**src/rtl/uart_rx_cfg.sv**
```systemverilog
// Configurable UART receiver: 2-flop line synchroniser, oversampling bit timer,
// 2-of-3 majority sampling, optional parity, 1 or 2 stop bits, and a small
// show-ahead receive FIFO carrying {frame_err, parity_err, data} per word.
//
// state       | meaning
// ------------+---------------------------------------------------------------
// S_IDLE      | line idle, waiting for first synchronised low sample
// S_START     | timing the start bit; majority 1 means glitch, back to idle
// S_DATA      | shifting in DATA_BITS data bits, LSB first
// S_PAR       | sampling the parity bit (never entered when PARITY == 0)
// S_STOP      | checking STOP_BITS stop bits; word pushed after the last one
// S_WAIT_HIGH | final stop bit was low (break); hold until the line goes high
module uart_rx_cfg #(
  parameter int F_CLK      = 50_000_000,
  parameter int BAUD       = 9600,
  parameter int OVS        = 16,
  parameter int DATA_BITS  = 8,
  parameter int PARITY     = 0,
  parameter int STOP_BITS  = 1,
  parameter int FIFO_DEPTH = 4
) (
  input  logic                 clk,
  input  logic                 rst_n,
  input  logic                 rxd,
  output logic [DATA_BITS-1:0] rx_data,
  output logic                 parity_err,
  output logic                 frame_err,
  output logic                 rx_valid,
  input  logic                 rx_ready,
  output logic                 overrun,
  output logic                 busy
);

  localparam int T     = F_CLK / (BAUD * OVS);
  localparam int DIV_W = (T > 1) ? $clog2(T) : 1;
  localparam int TW    = $clog2(OVS);
  localparam int PW    = $clog2(FIFO_DEPTH);
  localparam int WW    = DATA_BITS + 2;

  localparam logic [DIV_W-1:0] DIV_LOAD = DIV_W'(T - 1);
  localparam logic [TW-1:0]    SMP0     = TW'(OVS / 2 - 1);
  localparam logic [TW-1:0]    SMP1     = TW'(OVS / 2);
  localparam logic [TW-1:0]    SMP2     = TW'(OVS / 2 + 1);
  localparam logic [TW-1:0]    TLAST    = TW'(OVS - 1);
  localparam logic [3:0]       DLAST    = 4'(DATA_BITS - 1);
  localparam logic [3:0]       SLAST    = 4'(STOP_BITS - 1);

  typedef enum logic [2:0] {
    S_IDLE, S_START, S_DATA, S_PAR, S_STOP, S_WAIT_HIGH
  } state_t;

  state_t               state_q, state_d;
  logic                 rxd_s1, rxd_s2;
  logic [DIV_W-1:0]     div_q;
  logic [TW-1:0]        tick_cnt;
  logic [3:0]           bit_cnt;
  logic [1:0]           smp_q;
  logic [DATA_BITS-1:0] shift_q;
  logic                 par_q;
  logic                 fe_q;
  logic                 pe_calc;
  logic                 push_q;
  logic [WW-1:0]        push_word_q;
  logic                 overrun_q;
  logic                 tick, decide, bit_end, maj, last_stop;

  logic [WW-1:0]        mem [FIFO_DEPTH];
  logic [PW:0]          wr_ptr, rd_ptr;
  logic                 empty, full, pop, do_push;
  logic [WW-1:0]        head;

  assign tick    = (state_q != S_IDLE) && (div_q == '0);
  assign decide  = tick && (tick_cnt == SMP2);
  assign bit_end = tick && (tick_cnt == TLAST);
  // third vote is the live sample taken on the deciding tick
  assign maj     = (smp_q[0] & smp_q[1]) | (smp_q[0] & rxd_s2) | (smp_q[1] & rxd_s2);

  // two-flop synchroniser for the asynchronous line, idling high
  always_ff @(posedge clk or negedge rst_n) begin
    if (!rst_n) begin
      rxd_s1 <= 1'b1;
      rxd_s2 <= 1'b1;
    end else begin
      rxd_s1 <= rxd;
      rxd_s2 <= rxd_s1;
    end
  end

  // state register
  always_ff @(posedge clk or negedge rst_n) begin
    if (!rst_n) state_q <= S_IDLE;
    else        state_q <= state_d;
  end

  // next-state logic and the last-stop-bit decision strobe
  always_comb begin
    state_d   = state_q;
    last_stop = 1'b0;
    case (state_q)
      S_IDLE:      if (!rxd_s2) state_d = S_START;
      S_START: begin
        if (decide && maj)  state_d = S_IDLE;
        else if (bit_end)   state_d = S_DATA;
      end
      S_DATA:      if (bit_end && (bit_cnt == DLAST)) state_d = (PARITY != 0) ? S_PAR : S_STOP;
      S_PAR:       if (bit_end) state_d = S_STOP;
      S_STOP: begin
        if (decide && (bit_cnt == SLAST)) begin
          last_stop = 1'b1;
          state_d   = maj ? S_IDLE : S_WAIT_HIGH;
        end
      end
      S_WAIT_HIGH: if (rxd_s2) state_d = S_IDLE;
      default:     state_d = S_IDLE;
    endcase
  end

  // baud divider and in-bit tick / bit counters; held preloaded while idle
  always_ff @(posedge clk or negedge rst_n) begin
    if (!rst_n) begin
      div_q    <= '0;
      tick_cnt <= '0;
      bit_cnt  <= '0;
    end else begin
      if (state_q == S_IDLE)  div_q <= DIV_LOAD;
      else if (div_q == '0)   div_q <= DIV_LOAD;
      else                    div_q <= div_q - 1'b1;

      if (state_q == S_IDLE)  tick_cnt <= '0;
      else if (tick)          tick_cnt <= bit_end ? '0 : tick_cnt + 1'b1;

      if (state_d != state_q) bit_cnt <= '0;
      else if (bit_end)       bit_cnt <= bit_cnt + 1'b1;
    end
  end

  // parity error of the assembled frame, parity taken over data bits only
  always_comb begin
    pe_calc = 1'b0;
    if (PARITY == 1)      pe_calc = par_q ^ (^shift_q);
    else if (PARITY == 2) pe_calc = ~(par_q ^ (^shift_q));
  end

  // majority samples, data shifter, parity/stop capture and word push
  always_ff @(posedge clk or negedge rst_n) begin
    if (!rst_n) begin
      smp_q       <= '0;
      shift_q     <= '0;
      par_q       <= 1'b0;
      fe_q        <= 1'b0;
      push_q      <= 1'b0;
      push_word_q <= '0;
    end else begin
      if (tick && (tick_cnt == SMP0)) smp_q[0] <= rxd_s2;
      if (tick && (tick_cnt == SMP1)) smp_q[1] <= rxd_s2;
      if (decide && (state_q == S_DATA)) shift_q <= {maj, shift_q[DATA_BITS-1:1]};
      if (decide && (state_q == S_PAR))  par_q <= maj;
      if (state_q == S_START)                              fe_q <= 1'b0;
      else if (decide && (state_q == S_STOP) && !maj)      fe_q <= 1'b1;
      push_q <= last_stop;
      if (last_stop) push_word_q <= {fe_q | ~maj, pe_calc, shift_q};
    end
  end

  assign empty   = (wr_ptr == rd_ptr);
  assign full    = (wr_ptr[PW] != rd_ptr[PW]) && (wr_ptr[PW-1:0] == rd_ptr[PW-1:0]);
  assign rx_valid = !empty;
  assign pop     = rx_valid && rx_ready;
  // a full FIFO still accepts the word when the head leaves in the same cycle
  assign do_push = push_q && (!full || pop);

  // FIFO storage; contents are only visible once rx_valid says so
  always_ff @(posedge clk) begin
    if (do_push) mem[wr_ptr[PW-1:0]] <= push_word_q;
  end

  // FIFO pointers and overrun pulse
  always_ff @(posedge clk or negedge rst_n) begin
    if (!rst_n) begin
      wr_ptr    <= '0;
      rd_ptr    <= '0;
      overrun_q <= 1'b0;
    end else begin
      if (do_push) wr_ptr <= wr_ptr + 1'b1;
      if (pop)     rd_ptr <= rd_ptr + 1'b1;
      overrun_q <= push_q && full && !pop;
    end
  end

  assign head       = mem[rd_ptr[PW-1:0]];
  assign rx_data    = rx_valid ? head[DATA_BITS-1:0] : '0;
  assign parity_err = rx_valid & head[DATA_BITS];
  assign frame_err  = rx_valid & head[DATA_BITS+1];
  assign overrun    = overrun_q;
  assign busy       = (state_q != S_IDLE);

endmodule
```
**config.mk**
```make
export PLATFORM = sky130hd
export DESIGN_NAME = uart_rx_cfg
export DESIGN_NICKNAME = d
export VERILOG_FILES = /design/src/rtl/uart_rx_cfg.sv
export SDC_FILE = /design/constraint.sdc
export NUM_CORES = 1
export LEC_CHECK = 0
export CORE_MARGIN = 3
export CORE_UTILIZATION = 45
export CTS_CLUSTER_SIZE = 40
export DETAILED_ROUTE_END_ITERATION = 6
export GPL_TIMING_DRIVEN = 0
export MAX_ROUTING_LAYER = met4
export SETUP_SLACK_MARGIN = 0.5
export SLEW_MARGIN = 25
export SYNTH_ARGS = -nofsm -noshare
export SYNTH_HDL_FRONTEND = slang
export SYNTH_SLANG_ARGS = --single-unit
```
**constraint.sdc**
```tcl
create_clock -name clk -period 3 [get_ports clk]
set_clock_uncertainty 0.2 [all_clocks]
set_input_delay 0.6 -clock clk [delete_from_list [all_inputs] [get_ports clk]]
set_output_delay 0.6 -clock clk [all_outputs]
set_load 0.01 [all_outputs]
```
# == Yosys cells after proc, flatten, opt, wreduce, memory -nomap -nowiden ==
# Memory sizes are Yosys's and may differ from the RTL's.
# Cells that the tools add are included.
# op_classes
add_sub_neg,5
eq_ne,14
n_mux,23
bitwise,9
reduce_logical,28
# op_table
operator,n
3-bit two-way mux,8
4-bit two-way mux,5
9-bit two-way mux,2
3-bit one-hot mux with 6 select lines,1
1-bit logical AND,16
4-bit equality test (second input constant),3
9-bit zero test,1
9-bit by 1-bit subtractor with 9-bit output (second input constant),1
4-bit by 1-bit adder with 4-bit output (second input constant),2
4-bit by 3-bit equality test with 1-bit output (second input constant),2
8-bit two-way mux,1
3-bit by 1-bit adder with 3-bit output (second input constant),2
3-bit by 2-bit equality test with 1-bit output (second input constant),2
3-bit equality test (second input constant),2
1-bit two-way mux,6
2-bit nonzero test,3
1-bit bitwise AND,4
1-bit zero test,4
4-bit zero test,1
3-bit by 1-bit equality test with 1-bit output (second input constant),1
3-bit equality test,1
3-bit zero test,1
3-bit != test,1
1-bit OR,3
other kinds (6),6
# totals
ff_bits,50
mem_bits_rw,36
in_bits,4
out_inout_bits,13
wordCells,95
mem_count,1
# mem_list
memory,depth,width,read_ports,rd_clocked_by_memory_dff,write_ports,line,text
mem,4,9,1,0,1,67,logic [WW-1:0] mem [FIFO_DEPTH];

# == Depth between registers and ports, before layout ==
# logic_depth
ltp_word,8
ltp_mapped,7
depth_no_buf,7

# == Least setup slack after synthesis ==
# No wires, ideal clock.
# synth_timing
path_kind,register to register
start,register div_q[0]
end,register shift_q[0]
setup_time_ps,125
t_arrival_ps,2183
required_time_ps,2675
slack_ps,492
stages_incl_launch_ff,8
path_buffers,0
period_less_slack_ps,2508
cell_sequence,dfrtp_1 > inv_1 > ha_1 > or4b_1 > nor3_4 > nand2_2 > nor4_4 > mux2_2
# synth_between
elab_chain_len,4
# synth_rtl
item,line,text
start: declaration,54,logic [DIV_W-1:0] div_q;
start signal: assignment,127,else div_q <= div_q - 1'b1;
9-bit zero test,72,assign tick = (state_q != S_IDLE) && (div_q == '0);
1-bit logical AND,72,
1-bit logical AND,73,assign decide = tick && (tick_cnt == SMP2);
1-bit logical AND,156,"if (decide && (state_q == S_DATA)) shift_q <= {maj, shift_q[DATA_BITS-1:1]};"
end signal: assignment,156,
end: declaration,58,logic [DATA_BITS-1:0] shift_q;
# Every way passes these cells.
# A chain may end at the register's enable or synchronous reset.

# == Worst setup path in the final report ==
# layout_timing
start,register rd_ptr[0]
end,output rx_data[3]
# layout_between
elab_chain_len,2
elab_cells_between_ends,3
classes_between,eq/ne: 1; mux: 1; memory: 1
# layout_rtl
item,line,text
start: declaration,68,"logic [PW:0] wr_ptr, rd_ptr;"
start signal: assignment,185,if (pop) rd_ptr <= rd_ptr + 1'b1;
memory 4 x 9 bit / 3-bit equality test (equally long branches),--,
8-bit two-way mux *,191,assign rx_data = rx_valid ? head[DATA_BITS-1:0] : '0;
end: declaration,25,"output logic [DATA_BITS-1:0] rx_data,"
# Mark *: on every way between the ends. The rest lies on a longest branch, timed or not.

==> metrics <==
clk root buf=clkbuf_8; Hold Vio Cnt, Final=0; total CTS buffers=9; pwr dens=430.9 nW/um2; RSZ-0062 raised after global routing=yes; layout cells sized above 1=36.17%; Main synth FF type=dfrtp_1; first-pass GRT wire length=11.54 mm; WL/cell=15.81 um; I/O pins=17; # DRC=0; ant diodes=0; Die H=98.23 um; clk slew on worst S/H paths=0.09 ns; VDD IR max=262.9 uV; # hold bufs at CTS=0; H-tree depth=3; GR Overflow Total=0; met3 Resource Use GR=3.857%; vias in the first global route=2280; GRT Total Usage=15.86%; register area share after synthesis=61.00%; Rel. slew slack=57.79%; Hold Path Class=in2async; fill count=701; Synth Net Count=295; r2r setup slk=0.52 ns; Synth cell types=50; CP Class=reg2out; final period utilization=85.36%; Sink Count=86; fraction of registers with async set/reset=58.14%; Critical Path RT=2.20 ns; area share of the largest cell type after synthesis=31.38%; Syn Inst Count=279; Synth Register Bits=86; FMAX=390.5 MHz; Final Power=0.002002 W; Port-buffer cells=15; max-cap viol count=0; Yosys top cell by area=dfrtp_1; Die Width=98.23 um; Post-Layout Cell Count=434; number of enable flip-flop cells after synthesis=36; area grow syn2layout=21.38%; initial antenna violation count=0; die area=9648 um2; Clock Latency Late Sink=0.36 ns; CP Capture Type=output pin; grt met1 use=19.88%; DP HPWL=4.062 mm; Post-Route WL=6.861 mm; outcome=finished clean; CP Max Fanout=5; Syn Std Cell Area=3827 um2; Leak=2.032 nW; Avg Cell Area, Syn=13.72 um2; largest net degree at the start of global routing=51; Final Setup Violations=0; Via density=5.258; R2R Path Start=div_q[5]; Core Box Area=8258 um2; Most Crowded Layer GR=met2; Syn. warnings=0; 1st-iter DRT viols=100; Tightest Pin Transition=0.6332 ns; DR vias=2282; startpoint types=flop; Clock Tree Buf Depth=2; capturing point of the worst reg2reg path=bit_cnt[1]; gpl congestion=0.7859; Max Slew Vio Count=0; CTS tree=built; placed cells=399; Area contributors post-synth=dfrtp_1, edfxtp_1, mux2_2; Core Rows=33; min Tclk post-route=2.561 ns; CP arrival=1.76 ns; drt pass-1 iters=4; Final ANT Viol Nets=0; Layout Nets=340; Worst Reg-to-Reg Cells=10; Initial Utilization=46.35%; grt met2 use=24.97%
-- logic make-up after synthesis --
group | after synthesis | share of synthesized area [%]
DFF | 86 | 61.00
AOI/OAI and AO/OA | 24 | 4.413
muxes | 31 | 11.74
other | 1 | 0.09798
xor gates and xnor gates | 16 | 3.661
and+or+nand+nor | 81 | 12.10
buffers and inverters | 27 | 2.811
adders and majority gates | 13 | 4.184
-- placed cells by master (no fill, tap or decap), drive strengths merged, types with 2 or more instances in the layout --
cell type,n
inv,21
and3,2
a31o,2
ha,12
nor2,16
clkdlybuf4s50,3
edfxtp,36
a31oi,2
or3,3
or4,2
dfstp,2
o21ai,4
clkinvlp,3
nor4,3
nor3,8
and2,10
a21oi,7
mux4,9
clkbuf,16
nor3b,3
mux2,21
nand3,9
xnor2,9
buf,32
xor2,7
nand2,19
dfrtp,48
-- area by class of cell --
class                           instances  area [um2]  share of cell area, %
Tap cell                              105       131.4                  2.828
Inverter                               18       67.56                  1.454
Timing Repair Buffer                   34       307.8                  6.625
Clock inverter                          7       57.56                  1.239
Clock buffer                            9       123.9                  2.666
Multi-Input combinational cell        166        1543                  33.21
Sequential cell                        86        2337                  50.31
Buffer                                  9       77.57                  1.670
-- how the worst max path moves through the flow --
stage | startpoint | to | slack (ns)
floorplan | div_q[4] | shift_q[0] | 0.56
global placement | rst_n | shift_q[1] | -0.39
detailed placement | rd_ptr[0] | rx_data[3] | -0.12
CTS | rd_ptr[0] | rx_data[4] | 0.39
global route | rd_ptr[0] | rx_data[3] | 0.36
finish | rd_ptr[0] | rx_data[3] | 0.44
-- state kept, by name, summed over array words and instances, names as in the netlist, 2 cells and up --
| signal | flops |
|---|---|
| tick_cnt | 4 |
| smp_q | 2 |
| shift_q | 8 |
| push_word_q | 9 |
| wr_ptr | 3 |
| mem | 36 |
| bit_cnt | 4 |
| div_q | 9 |
| rd_ptr | 3 |
| state_q | 3 |
-- layer usage --
| metal | share of wire [%] | wire length [um] | vias up |
|---|---|---|---|
| met5 | 0 | 0 | - |
| met4 | 1.8 | 122 | 0 |
| met3 | 2.8 | 189 | 10 |
| met2 | 49 | 3351 | 30 |
| met1 | 47 | 3198 | 1146 |
| li1 | - | - | 1096 |
-- critical path, stage by stage, from the launching register on --
cell and delay, ns:
dfrtp_2 0.49, buf_12 0.16, mux4_2 0.49, and2_4 0.15
buf_6 0.11
-- power breakdown --
part / switching [W] / internal [W] / total [W]
clock network: 0.000450 / 0.000311 / 0.000762
registers: 0.00000138 / 0.00122 / 0.00122
logic: 0.0000149 / 0.00000448 / 0.0000193
-- cell usage after synthesis (2+ instances only) --
library cell / n
a21oi_1: 7
a31o_2: 2
a31oi_1: 2
and2_1: 10
and3_1: 2
buf_2: 2
clkbuf_1: 5
dfrtp_1: 48
dfstp_2: 2
edfxtp_1: 36
ha_1: 12
inv_1: 18
mux2_2: 21
mux4_2: 9
nand2_1: 18
nand3_1: 9
nor2_1: 15
nor3_1: 7
nor3b_1: 2
nor4_1: 2
o21ai_0: 4
or3_1: 3
or4_1: 2
xnor2_1: 9
xor2_1: 7
-- through the flow --
stage	TNS (ns)	setup WS (ns)	utilization [%]	cell area [um2]	hold slack [ns]
floorplan	0	0.5595	-	3831	0.1044
finish	0	0.4393	56.26	4646	0.04867
detailed placement	-0.9428	-0.1164	49.77	4110	0.1472
global placement	-19.68	-0.3932	49.80	4113	0.1466
global route	0	0.3648	56.26	4646	0.08969
CTS	0	0.3902	54.52	4502	0.06437
-- repair_timing --
action / in CTS / in global routing
endpoints found under the hold margin: 0 / 0
gates cloned: 2 / 0
pin swaps: 15 / 9
buffers inserted: 13 / 4
endpoints found under the setup margin: 43 / 58
gates resized for setup: 77 / 27
No activity file was read; power rests on OpenSTA's default activity.
